<file path="src/rtl/maxnet_pkg.sv">
// Shared constants and types for the Maxnet front end.
// Loader state encodings and the activation slot type.
package maxnet_pkg;

    localparam int DEF_N      = 4;
    localparam int DEF_DATA_W = 16;

    typedef enum logic [1:0] {
        L_FILL  = 2'd0,
        L_START = 2'd1,
        L_WAIT  = 2'd2
    } lstate_e;

    typedef logic signed [DEF_DATA_W-1:0] slot_t;

endpackage

</file>
<file path="src/rtl/maxnet_x_buffer.sv">
// N-slot activation register file.
// Indexed write, synchronous clear, flat read vector.
module maxnet_x_buffer
    import maxnet_pkg::*;
#(
    parameter int N      = DEF_N,
    parameter int DATA_W = DEF_DATA_W,
    parameter int IDX_W  = $clog2(N)
)(
    input  logic                clk,
    input  logic                rst_n,
    input  logic                i_clr,
    input  logic                i_we,
    input  logic [IDX_W-1:0]    i_idx,
    input  logic [DATA_W-1:0]   i_data,
    output logic [N*DATA_W-1:0] o_vec
);

    logic [DATA_W-1:0] r_mem [N];

    // Clear wins over write; the loader never asserts both.
    always_ff @(posedge clk or negedge rst_n) begin
        if (!rst_n) begin
            for (int i = 0; i < N; i++) begin
                r_mem[i] <= '0;
            end
        end else if (i_clr) begin
            for (int i = 0; i < N; i++) begin
                r_mem[i] <= '0;
            end
        end else if (i_we) begin
            r_mem[i_idx] <= i_data;
        end
    end

    for (genvar g = 0; g < N; g++) begin : g_pack
        assign o_vec[g*DATA_W +: DATA_W] = r_mem[g];
    end

endmodule

</file>
<file path="src/rtl/maxnet_input_loader.sv">
// Stream-to-vector loader feeding the Maxnet controller.
// Fills N slots, pulses start, holds the vector until done.
module maxnet_input_loader
    import maxnet_pkg::*;
#(
    parameter int N      = DEF_N,
    parameter int DATA_W = DEF_DATA_W
)(
    input  logic                    clk,
    input  logic                    rst,
    input  logic                    in_valid,
    output logic                    in_ready,
    input  logic [DATA_W-1:0]       in_data,
    input  logic                    in_last,
    output logic [N*DATA_W-1:0]     x_vec,
    output logic                    start,
    input  logic                    done,
    output logic                    busy,
    output logic [$clog2(N+1)-1:0]  count
);

    localparam int CNT_W = $clog2(N+1);
    localparam int IDX_W = $clog2(N);
    localparam logic [CNT_W-1:0] C_LAST = CNT_W'(N-1);
    localparam logic [CNT_W-1:0] C_ONE  = CNT_W'(1);

    lstate_e          r_state;
    logic             r_in_ready;
    logic             r_start;
    logic             r_busy;
    logic [CNT_W-1:0] r_count;

    logic w_hs;
    logic w_close;
    logic w_release;

    // r_in_ready is high exactly when r_state is L_FILL.
    assign w_hs      = in_valid & r_in_ready;
    assign w_close   = w_hs & (in_last | (r_count == C_LAST));
    assign w_release = (r_state == L_WAIT) & done;

    always_ff @(posedge clk or negedge rst) begin
        if (!rst) begin
            r_state    <= L_FILL;
            r_in_ready <= 1'b1;
            r_start    <= 1'b0;
            r_busy     <= 1'b0;
            r_count    <= '0;
        end else begin
            case (r_state)
                L_FILL: begin
                    if (w_hs) begin
                        r_count <= r_count + C_ONE;
                    end
                    if (w_close) begin
                        r_state    <= L_START;
                        r_in_ready <= 1'b0;
                        r_start    <= 1'b1;
                        r_busy     <= 1'b1;
                    end
                end
                L_START: begin
                    r_state <= L_WAIT;
                    r_start <= 1'b0;
                end
                L_WAIT: begin
                    if (done) begin
                        r_state    <= L_FILL;
                        r_in_ready <= 1'b1;
                        r_busy     <= 1'b0;
                        r_count    <= '0;
                    end
                end
                default: begin
                    r_state    <= L_FILL;
                    r_in_ready <= 1'b1;
                    r_start    <= 1'b0;
                    r_busy     <= 1'b0;
                    r_count    <= '0;
                end
            endcase
        end
    end

    maxnet_x_buffer #(
        .N      (N),
        .DATA_W (DATA_W),
        .IDX_W  (IDX_W)
    ) u_buf (
        .clk    (clk),
        .rst_n  (rst),
        .i_clr  (w_release),
        .i_we   (w_hs),
        .i_idx  (r_count[IDX_W-1:0]),
        .i_data (in_data),
        .o_vec  (x_vec)
    );

    assign in_ready = r_in_ready;
    assign start    = r_start;
    assign busy     = r_busy;
    assign count    = r_count;

endmodule
</file>
<file path="config.mk">
export PLATFORM = sky130hd
export DESIGN_NAME = maxnet_input_loader
export DESIGN_NICKNAME = d
export VERILOG_FILES = /design/src/rtl/maxnet_pkg.sv /design/src/rtl/maxnet_x_buffer.sv /design/src/rtl/maxnet_input_loader.sv
export SDC_FILE = /design/constraint.sdc
export NUM_CORES = 1
export LEC_CHECK = 0
export ABC_CLOCK_PERIOD_IN_PS = 1760
export CAP_MARGIN = 0
export CORE_ASPECT_RATIO = 1.2
export CORE_MARGIN = 5
export CORE_UTILIZATION = 45
export DETAILED_ROUTE_END_ITERATION = 10
export HOLD_SLACK_MARGIN = 0.05
export PLACE_DENSITY = 0.87
export RECOVER_POWER = 25
export SLEW_MARGIN = 25
export SYNTH_ARGS = -nofsm -noshare
export SYNTH_HDL_FRONTEND = slang
export SYNTH_SLANG_ARGS = --single-unit
export TNS_END_PERCENT = 50
</file>
<file path="constraint.sdc">
create_clock -name clk -period 1.76 [get_ports clk]
set_input_delay 0.352 -clock clk [delete_from_list [all_inputs] [get_ports clk]]
set_output_delay 0.352 -clock clk [all_outputs]
set_load 0.02 [all_outputs]
</file>
Word-level counts from Yosys, hierarchy flattened --
Index checks and enable logic that the tools add are counted.
Cells by class: divide/modulo/power cells 0, bitwise gates (word level) 7, equality and inequality tests 6, shift-type cells 0, multiply operators 0, reduce and logical (&&, ||, !) cells 7, muxes and demuxes 18, add/subtract/negate cells 1, $lt $le $gt $ge 2
Operator list (count):
- $mux 64 | 2
- $bwmux 64 | 1
- $demux 16 s2 | 1
- $mux 16 | 1
- $pmux 3 s3 | 1
- $mux 3 | 2
- $ne 2x2->1 const B | 3
- $pmux 1 s3 | 2
- $pmux 2 s3 | 1
- $reduce_and 3->1 | 2
- $mux 1 | 4
- $mux 2 | 2
- $reduce_and 2->1 | 2
- $add 3x1->3 const B | 1
- $and 1x1->1 | 3
- $eq 3x2->1 const B | 1
- $ge 3x3->1 const B | 1
- $lt 3x1->1 const B | 1
- $not 2->3 | 1
- $eq 2x1->1 const B | 1
- $eq 2x2->1 const B | 1
- $logic_not 2->1 | 1
- $not 1->1 | 2
- $pmux 1 s2 | 1
- other kinds (3) | 3
Storage, ports and cells: output and inout port bits 70, memory bits (writable) 0, register bits 72, logic and storage cells 50, memories 0, bits in latches 0, bits in read-only memories 0

Depth between registers and ports, before layout --
depth in word-level cells 8, gate-level depth with buffers 6

Modules after synthesis --
A second synthesis with hierarchy kept.
Second synthesis, totals: cell total of the unflattened synthesis 261, area total of the unflattened synthesis 3251.9 µm²
By module, submodules not included:
- maxnet_x_buffer | times used 1, area each 2872.8 µm², cells each 228
- maxnet_input_loader | times used 1, area each 379.1 µm², cells each 33

Least setup slack after synthesis --
OpenSTA, ideal clock, no wires.
kind reg2reg, from register r_in_ready, in the netlist in_ready, to register u_buf.r_mem, in the netlist u_buf.o_vec[10], cell stages (with the launch flop) 6, clock period less this slack 1.686 ns, data arrival time 1.565 ns, path slack 0.074 ns, required time 1.639 ns, path through dfstp_2 -> and2_1 -> clkbuf_1 -> a21oi_2 -> buf_2 -> a22o_1
On the way: longest elaborated chain between the ends 2
Ends and longest elaborated chain:
- start, declared | line maxnet_input_loader.sv:28 | logic r_in_ready;
- start signal, assigned | line maxnet_input_loader.sv:45 | r_in_ready <= 1'b1;
- start signal, assigned | line maxnet_input_loader.sv:57 | r_in_ready <= 1'b0;
- start signal, assigned | line maxnet_input_loader.sv:69 | r_in_ready <= 1'b1;
- $and 1x1->1 | line maxnet_input_loader.sv:38 | assign w_hs = in_valid & r_in_ready;
- $reduce_bool 2->1 (no source line)
- end signal, assigned by index | line maxnet_x_buffer.sv:32 | r_mem[i_idx] <= i_data;
- end, declared | line maxnet_x_buffer.sv:19 | logic [DATA_W-1:0] r_mem [N];
Every way passes these cells. A chain may end at the register's enable or synchronous reset.

Worst setup path in the final report --
from register u_buf.r_mem, in the netlist u_buf.o_vec[18], to output x_vec[18]
RTL lines:
- end, declared | line maxnet_input_loader.sv:15 | output logic [N*DATA_W-1:0] x_vec,
No word-level cell between the ends.

==> summary.md <==
| Metric | Value |
|---|---|
| Number of distinct library cell variants in the gate-level netlist after synthesis | `23` |
| Port Buf Inserts | `90` |
| Post-DP Area | `0.00384 mm2` |
| Clock-pin slew reported for the worst setup and hold paths after clock tree synthesis | `70 ps` |
| Worst Tran Pin Value | `943 ps` |
| Vertical extent of the die | `96.1 um` |
| Delay of the slowest cell on the worst path | `620 ps` |
| Top post-synthesis cells by count | `dfrtp_1 (71), a22o_1 (64), inv_1 (6)` |
| Area contributors post-synth | `dfrtp_1 (64%), a22o_1 (20%), nor3b_4 (2.7%)` |
| Parity-gate share of the synthesized area counting xor and xnor cells | `0` |
| Post-synthesis sequential area ratio | `0.649` |
| Relative area change from synthesis to final layout | `47.6%` |
| DRC viols | `0` |
| Gate Count Post-Synth | `187` |
| Hold Vio Cnt, Final | `0` |
| Most frequently used cell type in the post-synthesis netlist | `dfrtp_1` |
| Number of cell rows | `31` |
| Compound-Gate Fraction of Synth Area | `0.245` |
| Initial antenna violation count | `0` |
| Simple-gate share of the synthesized area | `0.0446` |
| Post-synthesis average cell area | `14.9 um2` |
| Count of state elements after synthesis | `72` |
| Critical path start-end classification | `flop to output pin` |
| Number of global-route vias before repair | `2,300` |
| CTS root buffer | `clkbuf_8` |
| Clock insertion delay at the later pin of the skew report | `340 ps` |
| Classification of the worst-slack hold path | `flop to flop` |
| Number of diodes | `0` |
| Post-Layout Inst Area | `0.00410 mm2` |
| Minimum period implied by the final worst setup slack | `1700 ps` |
| Setup Total Neg Slack | `0 ps` |
| Placeable core area | `0.00601 mm2` |
| Share of cell area taken by muxes after synthesis | `0` |
| Power density normalized to cell area | `2000 mW/mm2` |
| Cell type with the largest total area after synthesis | `dfrtp_1` |
| Highest attainable clock frequency | `590 MHz` |
| Post-place setup slack | `-409 ps` |
| Average wire length per cell after detail routing | `19.6 um` |
| Effective utilization at floorplan | `0.462` |
| Synthesis warning total | `0` |
| Routed vias/inst | `5.66` |
| CP Data Arrival Time | `1340 ps` |
| Fraction of layout cells with a size suffix above 1 | `0.138` |
| Global-route wire length before repair | `11,900 um` |
| Leakage power summed over all cells | `1.86 nW` |
| Synth async-reset ratio | `1.00` |
| I/O Pins | `91` |
| DRC marker count from the first detailed-route iteration | `150` |
| Post-detailed-routing wire length | `7470 um` |
| Number of setup violations in the final report | `0` |
| Area share of the largest cell type after synthesis | `0.640` |
| Die area | `0.00785 mm2` |
| Detail Route Antenna Nets | `0` |
| Final Wtd Congestion | `0.886` |
| Max-cap check violation count | `0` |
| Total GRT Usage | `0.203` |
| Pin count of the biggest net entering global routing | `73` |
| Fill cell instance count of the final layout | `428` |
| Number of enable-type register cells in the synthesized netlist | `0` |
| Cell area after technology mapping | `0.00278 mm2` |
| Critical Path Slowest Stage Cell | `clkdlybuf4s50_1` |
| Total clock buffers created by CTS | `9` |
| Count of placed standard cells in the final layout, fillers left out | `380` |
| TritonCTS clock tree | `done` |
| Worst-path cell chain | `clkdlybuf4s50_1` |
| Worst path buffer plus inverter count | `1` |
| Minimum hold slack | `493 ps` |
| Worst setup slack after layout | `63.9 ps` |
| Number of H-tree levels | `3` |
| Net Count, Synth | `213` |
| Period utilisation layout | `0.964` |
| Unrepaired setup endpoints after global routing | `false` |
| Vias | `2,152` |
| Top fanout value on the critical path | `2` |
| Horizontal die dimension | `81.7 um` |
| Status | `completed` |
| Overflow left after global routing | `0` |
| Num Clock Sinks | `72` |
| Worst-case clock skew | `6.10 ps` |
| Most common flop cell mapped by yosys | `dfrtp_1` |
| Main combinational cell family by area after synthesis | `compound AO/OA/AOI/OAI gates` |
| Nature of the critical path endpoint | `output pin` |
| Max Buffers Root-to-Sink | `2` |
| Required @ worst endpoint | `1410 ps` |
| Startpoint type of the worst setup path | `flop` |
| Synthesized-area fraction occupied by adder cells | `0.0225` |
| Drt pass-1 iters | `4` |
| Headroom to the max-slew limit | `0.371` |
| Final slew viol count | `0` |
| DP Wirelength | `5220 um` |
| Worst vdd ir | `1.14 mV` |
| Fin nets | `320` |
| Placed cells | `364` |
| Category of cells accounting for the largest share of critical-path delay | `buffers and inverters` |
[per-layer routing]
metal	share of wire	wire length (um)	global-route usage
met5	0	0	0
met4	0.015	112	0.0637
met2	0.50	3710	0.329
met3	0.087	651	0.0581
met1	0.40	2990	0.262
[what timing repair did]
item | in CTS | in global routing
hold endpoints to repair | 71 | 0
endpoints found under the setup margin | 39 | 3
hold buffers | 1 | 0
resized for setup | 7 | 2
setup buffers | 0 | 0
[state kept, by name (all words and copies together) (netlist names)]
register / count
u_buf.o_vec: 64
count: 3
r_state: 2
busy: 1
in_ready: 1
start: 1
[stage by stage]
stage	utilization	power, W
floorplan	-	0.00475
global placement	0.638	0.00653
detailed placement	0.638	0.00665
CTS	0.683	0.00823
global route	0.682	0.00858
finish	0.682	0.00818
[path summary, 6_finish.rpt]
path	start	to	slack (ps)	depth (start not counted)
setup / recovery	u_buf.o_vec[18]	x_vec[18]	60	1
hold / removal	start	start	490	1
setup reg to reg	in_ready	u_buf.o_vec[21]	140	3
hold reg to reg	start	start	490	1
max in group asynchronous	rst	u_buf.o_vec[23]	360	3
min in group asynchronous	rst	u_buf.o_vec[10]	800	3
[cell families (layout without fill, tap and decap cells)]
kind of cell / Yosys count / after routing
AND/OR/NAND/NOR: 13 / 13
adder cells (fa/ha/maj): 5 / 5
AO/OA/AOI/OAI: 80 / 80
buffers and inverters: 17 / 128
flip-flops: 72 / 72
[layout by cell type (no fill, tap or decap), drive strengths merged]
master / n
clkdlybuf4s50: 85
dfrtp: 71
a22o: 64
buf: 16
clkbuf: 10
inv: 6
ha: 5
a21oi: 5
nor3b: 4
nor2: 3
o2bb2ai: 3
o21ai: 3
bufinv: 3
dlygate4sd2: 3
clkinv: 3
a22oi: 2
a21o: 2
and2: 1
and3b: 1
nand2: 1
nor2b: 1
nor4: 1
a32oi: 1
or3: 1
dlygate4sd3: 1
dfstp: 1
dlymetal6s2s: 1
[power breakdown]
| group | switching, W | total (W) | internal [W] |
|---|---|---|---|
| sequential | 0.000461 | 0.00281 | 0.00235 |
| combinational | 0.00190 | 0.00383 | 0.00193 |
| clock | 0.000606 | 0.00154 | 0.000931 |
| total | 0.00297 | 0.00818 | 0.00521 |
[final cells by class]
type                    instances  area [um2]  area share
inverters                       6        22.5     0.00549
multi-input cells              98         897       0.219
clock buffers                   9         124      0.0302
well taps                      82         103      0.0250
repair buffers                107        1040       0.254
flip-flops and latches         72        1800       0.440
clock inverters                 6         109      0.0266
Note: power is estimated with default switching activity, not from simulation.
